$ cat config.mk
export PLATFORM = sky130hd
export DESIGN_NAME = prog_loader_flat
export DESIGN_NICKNAME = d
export VERILOG_FILES = /design/src/rtl/prog_loader_if.sv /design/src/rtl/prog_loader.sv /design/src/flat_wrapper.sv
export SDC_FILE = /design/constraint.sdc
export NUM_CORES = 1
export LEC_CHECK = 0
export CAP_MARGIN = 30
export CORE_MARGIN = 5
export CORE_UTILIZATION = 35
export CTS_CLUSTER_DIAMETER = 200
export DETAILED_ROUTE_END_ITERATION = 6
export SKIP_LAST_GASP = 1
export SYNTH_ARGS = -nofsm -noshare
export SYNTH_HDL_FRONTEND = slang
export SYNTH_SLANG_ARGS = --single-unit
$ cat constraint.sdc
create_clock -name clk -period 2 [get_ports clk]
set_input_delay 0.3 -clock clk [delete_from_list [all_inputs] [get_ports clk]]
set_output_delay 0.3 -clock clk [all_outputs]
set_load 0.05 [all_outputs]
$ cat src/rtl/prog_loader_if.sv
// Loader bus: byte-stream input, instruction-memory write port and status.
//
// Byte handshake: the source holds byte_valid=1 and byte_data stable until it
// sees a rising edge with byte_ready=1; exactly one byte moves on each rising
// edge where byte_valid and byte_ready are both 1. byte_valid without
// byte_ready, or byte_ready without byte_valid, moves nothing.
interface prog_loader_if #(
  parameter int ADDRESS_WIDTH = 32,
  parameter int DATA_WIDTH    = 32
);
  logic                     start;
  logic                     byte_valid;
  logic [7:0]               byte_data;
  logic                     byte_ready;
  logic                     wr_en;
  logic [ADDRESS_WIDTH-1:0] wr_addr;
  logic [DATA_WIDTH-1:0]    wr_data;
  logic                     core_hold;
  logic                     done;
  logic                     error;
  logic [2:0]               state;     // loader FSM state, for observation

  // Source / supervisor side
  modport master (
    output start, byte_valid, byte_data,
    input  byte_ready, wr_en, wr_addr, wr_data, core_hold, done, error, state
  );

  // Loader side
  modport slave (
    input  start, byte_valid, byte_data,
    output byte_ready, wr_en, wr_addr, wr_data, core_hold, done, error, state
  );
endinterface

$ cat src/rtl/prog_loader.sv
// Program loader: receives a little-endian word count followed by that many
// little-endian 32-bit words over a byte stream and writes them to
// instruction memory at consecutive word addresses, holding the core in reset
// until a load completes.
module prog_loader #(
  parameter int ADDRESS_WIDTH = 32,
  parameter int DATA_WIDTH    = 32,
  parameter int MEM_SIZE      = 10
) (
  input  logic           clk,
  input  logic           rst,
  prog_loader_if.slave   bus
);

  typedef enum logic [2:0] {
    IDLE  = 3'd0,
    HDR0  = 3'd1,
    HDR1  = 3'd2,
    WORD  = 3'd3,
    WRITE = 3'd4,
    DONE  = 3'd5,
    ERR   = 3'd6
  } state_t;

  localparam logic [15:0] MEM_WORDS = 16'(MEM_SIZE);

  state_t                   state_q, state_d;
  logic [15:0]              count_q;
  logic [15:0]              word_idx_q;
  logic [1:0]               byte_idx_q;
  logic [23:0]              word_buf_q;   // lanes 0..2 of the word being assembled
  logic [ADDRESS_WIDTH-1:0] wr_addr_q;
  logic [DATA_WIDTH-1:0]    wr_data_q;

  logic        byte_ready;
  logic        wr_en;
  logic        done;
  logic        error;
  logic        core_hold;
  logic        restart;
  logic        xfer;
  logic [15:0] hdr_count;

  assign xfer      = bus.byte_valid & byte_ready;
  assign hdr_count = {bus.byte_data, count_q[7:0]};

  // State register
  always_ff @(posedge clk or negedge rst) begin
    if (!rst) state_q <= IDLE;
    else      state_q <= state_d;
  end

  // Next-state and Moore outputs; start is only honoured in IDLE, DONE and ERR
  always_comb begin
    state_d    = state_q;
    byte_ready = 1'b0;
    wr_en      = 1'b0;
    done       = 1'b0;
    error      = 1'b0;
    core_hold  = 1'b1;
    restart    = 1'b0;
    case (state_q)
      IDLE: begin
        if (bus.start) begin
          restart = 1'b1;
          state_d = HDR0;
        end
      end
      HDR0: begin
        byte_ready = 1'b1;
        if (bus.byte_valid) state_d = HDR1;
      end
      HDR1: begin
        byte_ready = 1'b1;
        if (bus.byte_valid) begin
          if (hdr_count == 16'd0)           state_d = DONE;
          else if (hdr_count > MEM_WORDS)   state_d = ERR;
          else                              state_d = WORD;
        end
      end
      WORD: begin
        byte_ready = 1'b1;
        if (bus.byte_valid && byte_idx_q == 2'd3) state_d = WRITE;
      end
      WRITE: begin
        wr_en = 1'b1;
        if (word_idx_q + 16'd1 == count_q) state_d = DONE;
        else                               state_d = WORD;
      end
      DONE: begin
        done      = 1'b1;
        core_hold = 1'b0;
        if (bus.start) begin
          restart = 1'b1;
          state_d = HDR0;
        end
      end
      ERR: begin
        error = 1'b1;
        if (bus.start) begin
          restart = 1'b1;
          state_d = HDR0;
        end
      end
      default: state_d = IDLE;
    endcase
  end

  // Header capture, byte-lane assembly and write-port registers; the write
  // port only changes on the 4th byte of a word so it holds between writes
  always_ff @(posedge clk or negedge rst) begin
    if (!rst) begin
      count_q    <= '0;
      word_idx_q <= '0;
      byte_idx_q <= '0;
      word_buf_q <= '0;
      wr_addr_q  <= '0;
      wr_data_q  <= '0;
    end else begin
      if (restart) begin
        word_idx_q <= '0;
        byte_idx_q <= '0;
      end
      if (xfer) begin
        case (state_q)
          HDR0: count_q[7:0]  <= bus.byte_data;
          HDR1: count_q[15:8] <= bus.byte_data;
          WORD: begin
            byte_idx_q <= byte_idx_q + 2'd1;
            case (byte_idx_q)
              2'd0: word_buf_q[7:0]   <= bus.byte_data;
              2'd1: word_buf_q[15:8]  <= bus.byte_data;
              2'd2: word_buf_q[23:16] <= bus.byte_data;
              default: begin
                wr_data_q <= DATA_WIDTH'({bus.byte_data, word_buf_q});
                wr_addr_q <= ADDRESS_WIDTH'({word_idx_q, 2'b00});
              end
            endcase
          end
          default: ;
        endcase
      end
      if (state_q == WRITE) word_idx_q <= word_idx_q + 16'd1;
    end
  end

  assign bus.byte_ready = byte_ready;
  assign bus.wr_en      = wr_en;
  assign bus.wr_addr    = wr_addr_q;
  assign bus.wr_data    = wr_data_q;
  assign bus.core_hold  = core_hold;
  assign bus.done       = done;
  assign bus.error      = error;
  assign bus.state      = state_q;

endmodule

$ cat src/flat_wrapper.sv
// flat-port wrapper written by rule: the top's interface ports become plain ports
module prog_loader_flat 
#(
  parameter int ADDRESS_WIDTH = 32,
  parameter int DATA_WIDTH    = 32,
  parameter int MEM_SIZE      = 10
)
  (clk, rst, bus_start, bus_byte_valid, bus_byte_data, bus_byte_ready, bus_wr_en, bus_wr_addr, bus_wr_data, bus_core_hold, bus_done, bus_error, bus_state);
  prog_loader_if #(.ADDRESS_WIDTH(ADDRESS_WIDTH), .DATA_WIDTH(DATA_WIDTH)) bus_i ();
  input  logic clk;
  input  logic rst;
  input wire logic [$bits(bus_i.start)-1:0] bus_start;
  input wire logic [$bits(bus_i.byte_valid)-1:0] bus_byte_valid;
  input wire logic [$bits(bus_i.byte_data)-1:0] bus_byte_data;
  output wire logic [$bits(bus_i.byte_ready)-1:0] bus_byte_ready;
  output wire logic [$bits(bus_i.wr_en)-1:0] bus_wr_en;
  output wire logic [$bits(bus_i.wr_addr)-1:0] bus_wr_addr;
  output wire logic [$bits(bus_i.wr_data)-1:0] bus_wr_data;
  output wire logic [$bits(bus_i.core_hold)-1:0] bus_core_hold;
  output wire logic [$bits(bus_i.done)-1:0] bus_done;
  output wire logic [$bits(bus_i.error)-1:0] bus_error;
  output wire logic [$bits(bus_i.state)-1:0] bus_state;
  assign bus_i.start = bus_start;
  assign bus_i.byte_valid = bus_byte_valid;
  assign bus_i.byte_data = bus_byte_data;
  assign bus_byte_ready = bus_i.byte_ready;
  assign bus_wr_en = bus_i.wr_en;
  assign bus_wr_addr = bus_i.wr_addr;
  assign bus_wr_data = bus_i.wr_data;
  assign bus_core_hold = bus_i.core_hold;
  assign bus_done = bus_i.done;
  assign bus_error = bus_i.error;
  assign bus_state = bus_i.state;
  prog_loader #(.ADDRESS_WIDTH(ADDRESS_WIDTH), .DATA_WIDTH(DATA_WIDTH), .MEM_SIZE(MEM_SIZE)) u_core (.clk(clk), .rst(rst), .bus(bus_i));
endmodule
==> results of run 1 <==
-- cell type report --
cell class                 instances  area, sq um
fill                            1328         7560
multi-input combinational        299         2360
timing repair buffer             129         1240
clock buffer                       9          225
clock inverter                     7         68.8
sequential                       109         2740
tap                              184          230
inverter                          14         56.3
-- worst register-to-register path, delay by kind of cell (launching register included) --
family | cells | cell delay, ps
compound gates | 4 | 560
flops | 1 | 460
buf+inv | 3 | 350
simple gates | 1 | 280
fa+ha+maj | 1 | 200
-- Yosys cell counts (2+ instances only) --
cell,instances
mux2_1,44
xor2_1,9
nor4_1,8
or3_1,4
inv_1,12
clkbuf_1,12
dfrtp_1,109
ha_1,6
o21ai_1,21
buf_2,8
nand3_1,7
o21ai_0,13
a21oi_1,10
nor3_1,8
o31ai_1,3
nand3b_1,2
and2_1,2
o221ai_1,2
and3_1,2
nand4_1,6
buf_4,16
o2111ai_1,2
nor2_1,20
xnor2_1,7
nand2b_1,4
o41ai_1,3
nand2_1,29
nor4b_1,2
o22ai_1,2
a31oi_1,6
a211oi_1,2
mux2_2,39
inv_2,2
-- where the power goes --
part	internal, uW	switching (uW)	leakage [uW]
combinational	1440	1770	0.00159
clock	878	885	0.000143
sequential	2760	493	0.00144
-- routing by layer --
layer	vias to the layer above	GRT usage
li1	1803	-
met1	1879	0.194
met2	93	0.244
met3	13	0.0512
met4	0	0.0406
met5	-	0
-- cells by family after synthesis --
| family | synth area share |
|---|---|
| XOR/XNOR | 0.0272 |
| multiplexers | 0.183 |
| AO/OA/AOI/OAI | 0.0959 |
| adder cells (fa/ha/maj) | 0.0146 |
| AND/OR/NAND/NOR | 0.0983 |
| flip-flops | 0.529 |
| buffers and inverters | 0.0507 |
| other | 0.000728 |
-- per-stage QoR --
stage / area, sq um / TNS [ps] / util / total power (uW)
6_report: 6920 / 0 / 0.478 / 8230
5_1_grt: 6920 / -110 / 0.478 / 8710
4_1_cts: 6820 / -3.20 / 0.471 / 8210
3_5_place_dp: 6450 / -1310 / 0.445 / 6350
3_3_place_gp: 6440 / -1450 / 0.445 / 6230
2_1_floorplan: 5260 / -529 / - / 5210
-- repair_timing --
action,CTS,global route
gates cloned,0,0
hold buffers,1,0
resized for setup,8,23
endpoints found under the hold margin,37,0
setup buffers,2,3
pin swaps,1,11
setup endpoints to repair,3,3
-- worst max path at each step --
stage	cells past startpoint	slack, ps	to	start
5_1_grt	9	-60	u_core.bus.state[1]	u_core.word_idx_q[1]
2_1_floorplan	7	-70	u_core.bus.state[1]	u_core.bus.state[2]
3_3_place_gp	8	-160	u_core.bus.state[2]	bus_byte_data[1]
3_5_place_dp	8	-270	u_core.bus.state[2]	bus_byte_data[1]
4_1_cts	8	-3	u_core.bus.state[1]	u_core.word_idx_q[1]
6_report	9	50	u_core.bus.state[1]	u_core.word_idx_q[1]
-- flip-flops by register name (all words and copies together) (netlist names) --
name	flops
u_core.word_buf_q	24
u_core.word_idx_q	16
u_core.bus.wr_addr	16
u_core.bus.state	3
u_core.bus.wr_data	32
u_core.byte_idx_q	2
u_core.count_q	16
==> results by group, run 1 <==
Setup path
  – Flop2flop setup slack: 50 ps
  – Crit path buf inv count: 3
  – Top cell family by delay on the critical path: compound AO/OA/AOI/OAI gates
  – Reg2reg start: u_core.word_idx_q[1]
  – CP max stage delay: 460 ps
  – CP cell instances: ha_4 > buf_6 > inv_2 > a211oi_1 > o32ai_1 > o211ai_1 > nor4_2 > buf_4 > a21oi_2
  – Crit path required time: 2250 ps
  – RR Endpoint: u_core.bus.state[1]
  – Data arrival time of the worst path: 2190 ps
  – CP Launch Type: flip-flop
  – Worst Path Max Fanout: 6
  – Setup CP Type: flip-flop to flip-flop
  – CP max stage cell: dfrtp_2
  – CP endpoint kind: flip-flop
  – R2R depth: 9

Routing
  – DRT iter0 DRCs: 157
  – Antenna viol nets, final: 0
  – Met2 WL post-DR: 6050 um
  – Met3 wire len: 808 um
  – Via density: 5.04
  – Pre-antenna DRT Iters: 4
  – Wl on met1: 5770 um
  – Via count: 3788
  – Post-Route WL: 12800 um
  – Wire per inst: 17.1 um
  – Top routing layer in use: met4
  – DRC violations left: 0

Yosys
  – Yosys reg bits: 109
  – Seq/Total Area, Yosys: 0.529
  – Mapped Area: 5150 sq um
  – Syn avg cell area: 11.6 sq um
  – Post-synth ARST share: 1.00
  – Cells after Synth: 444
  – Synth area leader: dfrtp_1
  – Top_reg_cell synth: dfrtp_1
  – YS warnings: 0
  – Top cell type's share of synthesized area: 0.529
  – EDFF count, synth: 0
  – Dominant cells by area after synthesis: dfrtp_1 53%, mux2_1 9.6%, mux2_2 8.5%, buf_4 2.3%, nand2_1 2.1%
  – Yosys cell types: 55

Global routing
  – Total global routing overflow: 0
  – First-pass GRT wire length: 21100 um
  – Initial antenna violation count: 0
  – Largest net degree at the start of global routing: 53
  – Vias in the first global route: 4010
  – GRT Overall Usage: 0.151

CTS
  – Max Buffers Root-to-Sink: 2
  – Clock root buffer: clkbuf_16
  – Clock transition at path regs: 80 ps
  – Total CTS buffers: 9
  – Clk sinks: 109
  – Clk_lat worst skew: 360 ps
  – Htree depth: 3
  – TritonCTS clock tree: built

STA
  – Hold Slack: 479 ps
  – Slew @ Worst Pin: 578 ps
  – Max-slew violations: 0
  – Relative slew slack: 0.615
  – Worst clock skew: 8.97 ps
  – Fmax achieved: 0.514 GHz
  – Setup Viol. Count Final: 0
  – Final min period: 1950 ps
  – Unrepaired setup endpoints after global routing: true
  – Hold Vio Cnt, Final: 0
  – Period utilization: 0.973
  – Setup WS post-layout: 54.6 ps

Power and ir drop
  – Peak supply drop: 678 uV
  – Pwr dens: 1190 nW/um^2
  – P_leak: 0.00317 uW

Place
  – # placed instances: 729
  – Dpl ws: -270 ps
  – Gp weighted congestion: 0.865
  – HPWL after detailed placement: 9160 um
  – Input/output buffers: 67

Hold path
  – Hold crit path type: input port to asynchronous set/reset pin

Floorplanning
  – # IOs: 84
  – Core Area: 14500 sq um
  – Die ar.: 17300 sq um
  – Die width: 131 um
  – DIE HEIGHT: 131 um
  – Starting Density: 0.356
  – FP Rows: 44

Run status
  – Status: completed

Cells and area
  – Commonest non-fill, non-tap cell in the layout: dfrtp_1
  – Share of layout cells above drive strength 1: 0.284
  – Area Overhead vs Synth: 34.3%
  – Final Non-Filler Cells: 751
  – Layout Nets: 580
  – N_diodes: 0
  – Most frequent cells in the layout: 101 x dfrtp_1, 58 x clkdlybuf4s50_1, 57 x buf_4, 44 x mux2_1, 39 x mux2_2

Flow run
  – MaxCap Viol Count: 0
Note: power is estimated with default switching activity, not from simulation.
==> run 2: changes to the inputs <==
--- a/config.mk
+++ b/config.mk
@@ -7,9 +7,10 @@
 export LEC_CHECK = 0
 export CAP_MARGIN = 30
 export CORE_MARGIN = 5
-export CORE_UTILIZATION = 35
+export CORE_UTILIZATION = 48
 export CTS_CLUSTER_DIAMETER = 200
 export DETAILED_ROUTE_END_ITERATION = 6
+export PLACE_DENSITY = 0.76
 export SKIP_LAST_GASP = 1
 export SYNTH_ARGS = -nofsm -noshare
 export SYNTH_HDL_FRONTEND = slang
==> results by group, run 2 (synthesized netlist as in run 1, its figures left out) <==
STA
  – Setup WS post-layout: -31.1 ps
  – Hold Vio Cnt, Final: 0
  – Period utilization: 1.02
  – Slew @ Worst Pin: 549 ps
  – Fmax achieved: 0.492 GHz
  – Setup_tns: -52.2 ps
  – Relative slew slack: 0.633
  – Unrepaired setup endpoints after global routing: true
  – Final min period: 2030 ps
  – Max-slew violations: 0
  – Worst clock skew: 10.8 ps
  – Setup Viol. Count Final: 2

Floorplanning
  – # IOs: 84
  – DIE HEIGHT: 114 um
  – Core Area: 10400 sq um
  – FP Rows: 37
  – Starting Density: 0.495
  – Die width: 114 um
  – Die ar.: 12900 sq um

Global routing
  – Initial antenna violation count: 0
  – GRT Overall Usage: 0.195
  – Total global routing overflow: 0
  – Largest net degree at the start of global routing: 56
  – First-pass GRT wire length: 20100 um
  – Vias in the first global route: 4013

Routing
  – Post-Route WL: 12800 um
  – Pre-antenna DRT Iters: 5
  – DRC violations left: 0
  – Via density: 5.60
  – Via count: 3928
  – Wire per inst: 18.2 um
  – DRT iter0 DRCs: 260
  – Antenna viol nets, final: 0

Cells and area
  – Final Non-Filler Cells: 701
  – N_diodes: 0
  – Register area: 2730 sq um
  – Share of layout cells above drive strength 1: 0.292
  – Commonest non-fill, non-tap cell in the layout: dfrtp_1
  – Fillers: 802
  – Fin area: 6770 sq um
  – Area of the multi-input gates: 2410 sq um
  – Area Overhead vs Synth: 31.3%
  – Fin util: 0.650
  – Most frequent cells in the layout: 104 x dfrtp_1, 59 x clkdlybuf4s50_1, 56 x buf_4, 44 x mux2_1, 39 x mux2_2
  – Max reg flops: 32
  – Layout Nets: 578

Power and ir drop
  – Peak supply drop: 818 uV
  – Pwr dens: 1150 nW/um^2
  – P_leak: 0.00312 uW

CTS
  – Clock transition at path regs: 110 ps
  – Max Buffers Root-to-Sink: 2
  – Clk_lat worst skew: 380 ps
  – Clk sinks: 109
  – Total CTS buffers: 9
  – TritonCTS clock tree: built
  – Htree depth: 3
  – Clock root buffer: clkbuf_8

Place
  – Gp weighted congestion: 0.911
  – Placed cell areas: 6350 sq um
  – Input/output buffers: 67
  – # placed instances: 678
  – HPWL after detailed placement: 8740 um

Setup path
  – Worst Path Max Fanout: 5
  – Setup CP Type: flip-flop to flip-flop
  – CP max stage delay: 450 ps
  – Crit path required time: 2270 ps
  – CP max stage cell: dfrtp_1
  – CP cell instances: nand3_2 > or2_1 > a211oi_1 > o221ai_2 > nor4_2 > buf_4 > a21oi_2
  – Data arrival time of the worst path: 2300 ps
  – CP endpoint kind: flip-flop
  – CP Launch Type: flip-flop

Run status
  – Failing checks: negative setup slack
  – Status: complete, but fails checks

Flow run
  – MaxCap Viol Count: 0

Hold path
  – Hold crit path type: input port to asynchronous set/reset pin
[run 2: cell count changes in the layout (fill, tap and decap cells not counted), sizes merged]
cell	delta
buf	-3
clkinvlp	-1
clkdlybuf4s50	+1
clkbuf	+1
[run 2: worst paths after layout]
check                                       from                     end  slack [ps]  cells past startpoint
min reg2reg                u_core.word_buf_q[13]  u_core.bus.wr_data[13]         500                      1
min in group clk           u_core.word_buf_q[13]  u_core.bus.wr_data[13]         500                      1
max reg2reg                 u_core.word_idx_q[1]     u_core.bus.state[1]         -30                      7
max                         u_core.word_idx_q[1]     u_core.bus.state[1]         -30                      7
min                                          rst    u_core.word_idx_q[9]         410                      2
max in group asynchronous                    rst   u_core.bus.wr_data[7]         920                      3
[run 2: area by class of cell]
type / count / area share
sequential: 109 / 0.404
inverter: 14 / 0.00832
clock inverter: 6 / 0.00998
clock buffer: 10 / 0.0189
multi-input combinational: 299 / 0.356
tap: 136 / 0.0251
timing repair buffer: 127 / 0.178
[run 2: critical path, delay by kind of cell (launching register included)]
kind                   cells  cell delay, ps
buffers and inverters      1             160
AND/OR/NAND/NOR            3             760
AO/OA/AOI/OAI              3             550
flip-flops                 1             450
[run 2: repair_timing]
| action | CTS | global route |
|---|---|---|
| endpoints found under the setup margin | 3 | 3 |
| setup buffers | 4 | 2 |
| resized for setup | 4 | 32 |
| pin swaps | 4 | 12 |
| gates cloned | 0 | 0 |
| endpoints found under the hold margin | 31 | 0 |
| hold buffers | 1 | 0 |
[run 2: metal layers]
layer  routed length (um)  track usage
met5                    0            0
met4                  314       0.0705
met3                  837       0.0419
met2                 6230        0.331
met1                 5370        0.247
[run 2: through the flow]
stage	worst slack, ps	hold WS, ps	total power, uW
2_1_floorplan	-74.2	4.41	5210
3_3_place_gp	-125	272	6150
3_5_place_dp	-158	280	6300
4_1_cts	-2.48	413	7670
5_1_grt	-171	439	8220
6_report	-31.1	408	7810
[run 2: power breakdown]
group          total [uW]  switching, uW  internal (uW)
Combinational        3260           1830           1420
Sequential           3230            483           2750
Clock                1320            824            491
Total                7810           3140           4660
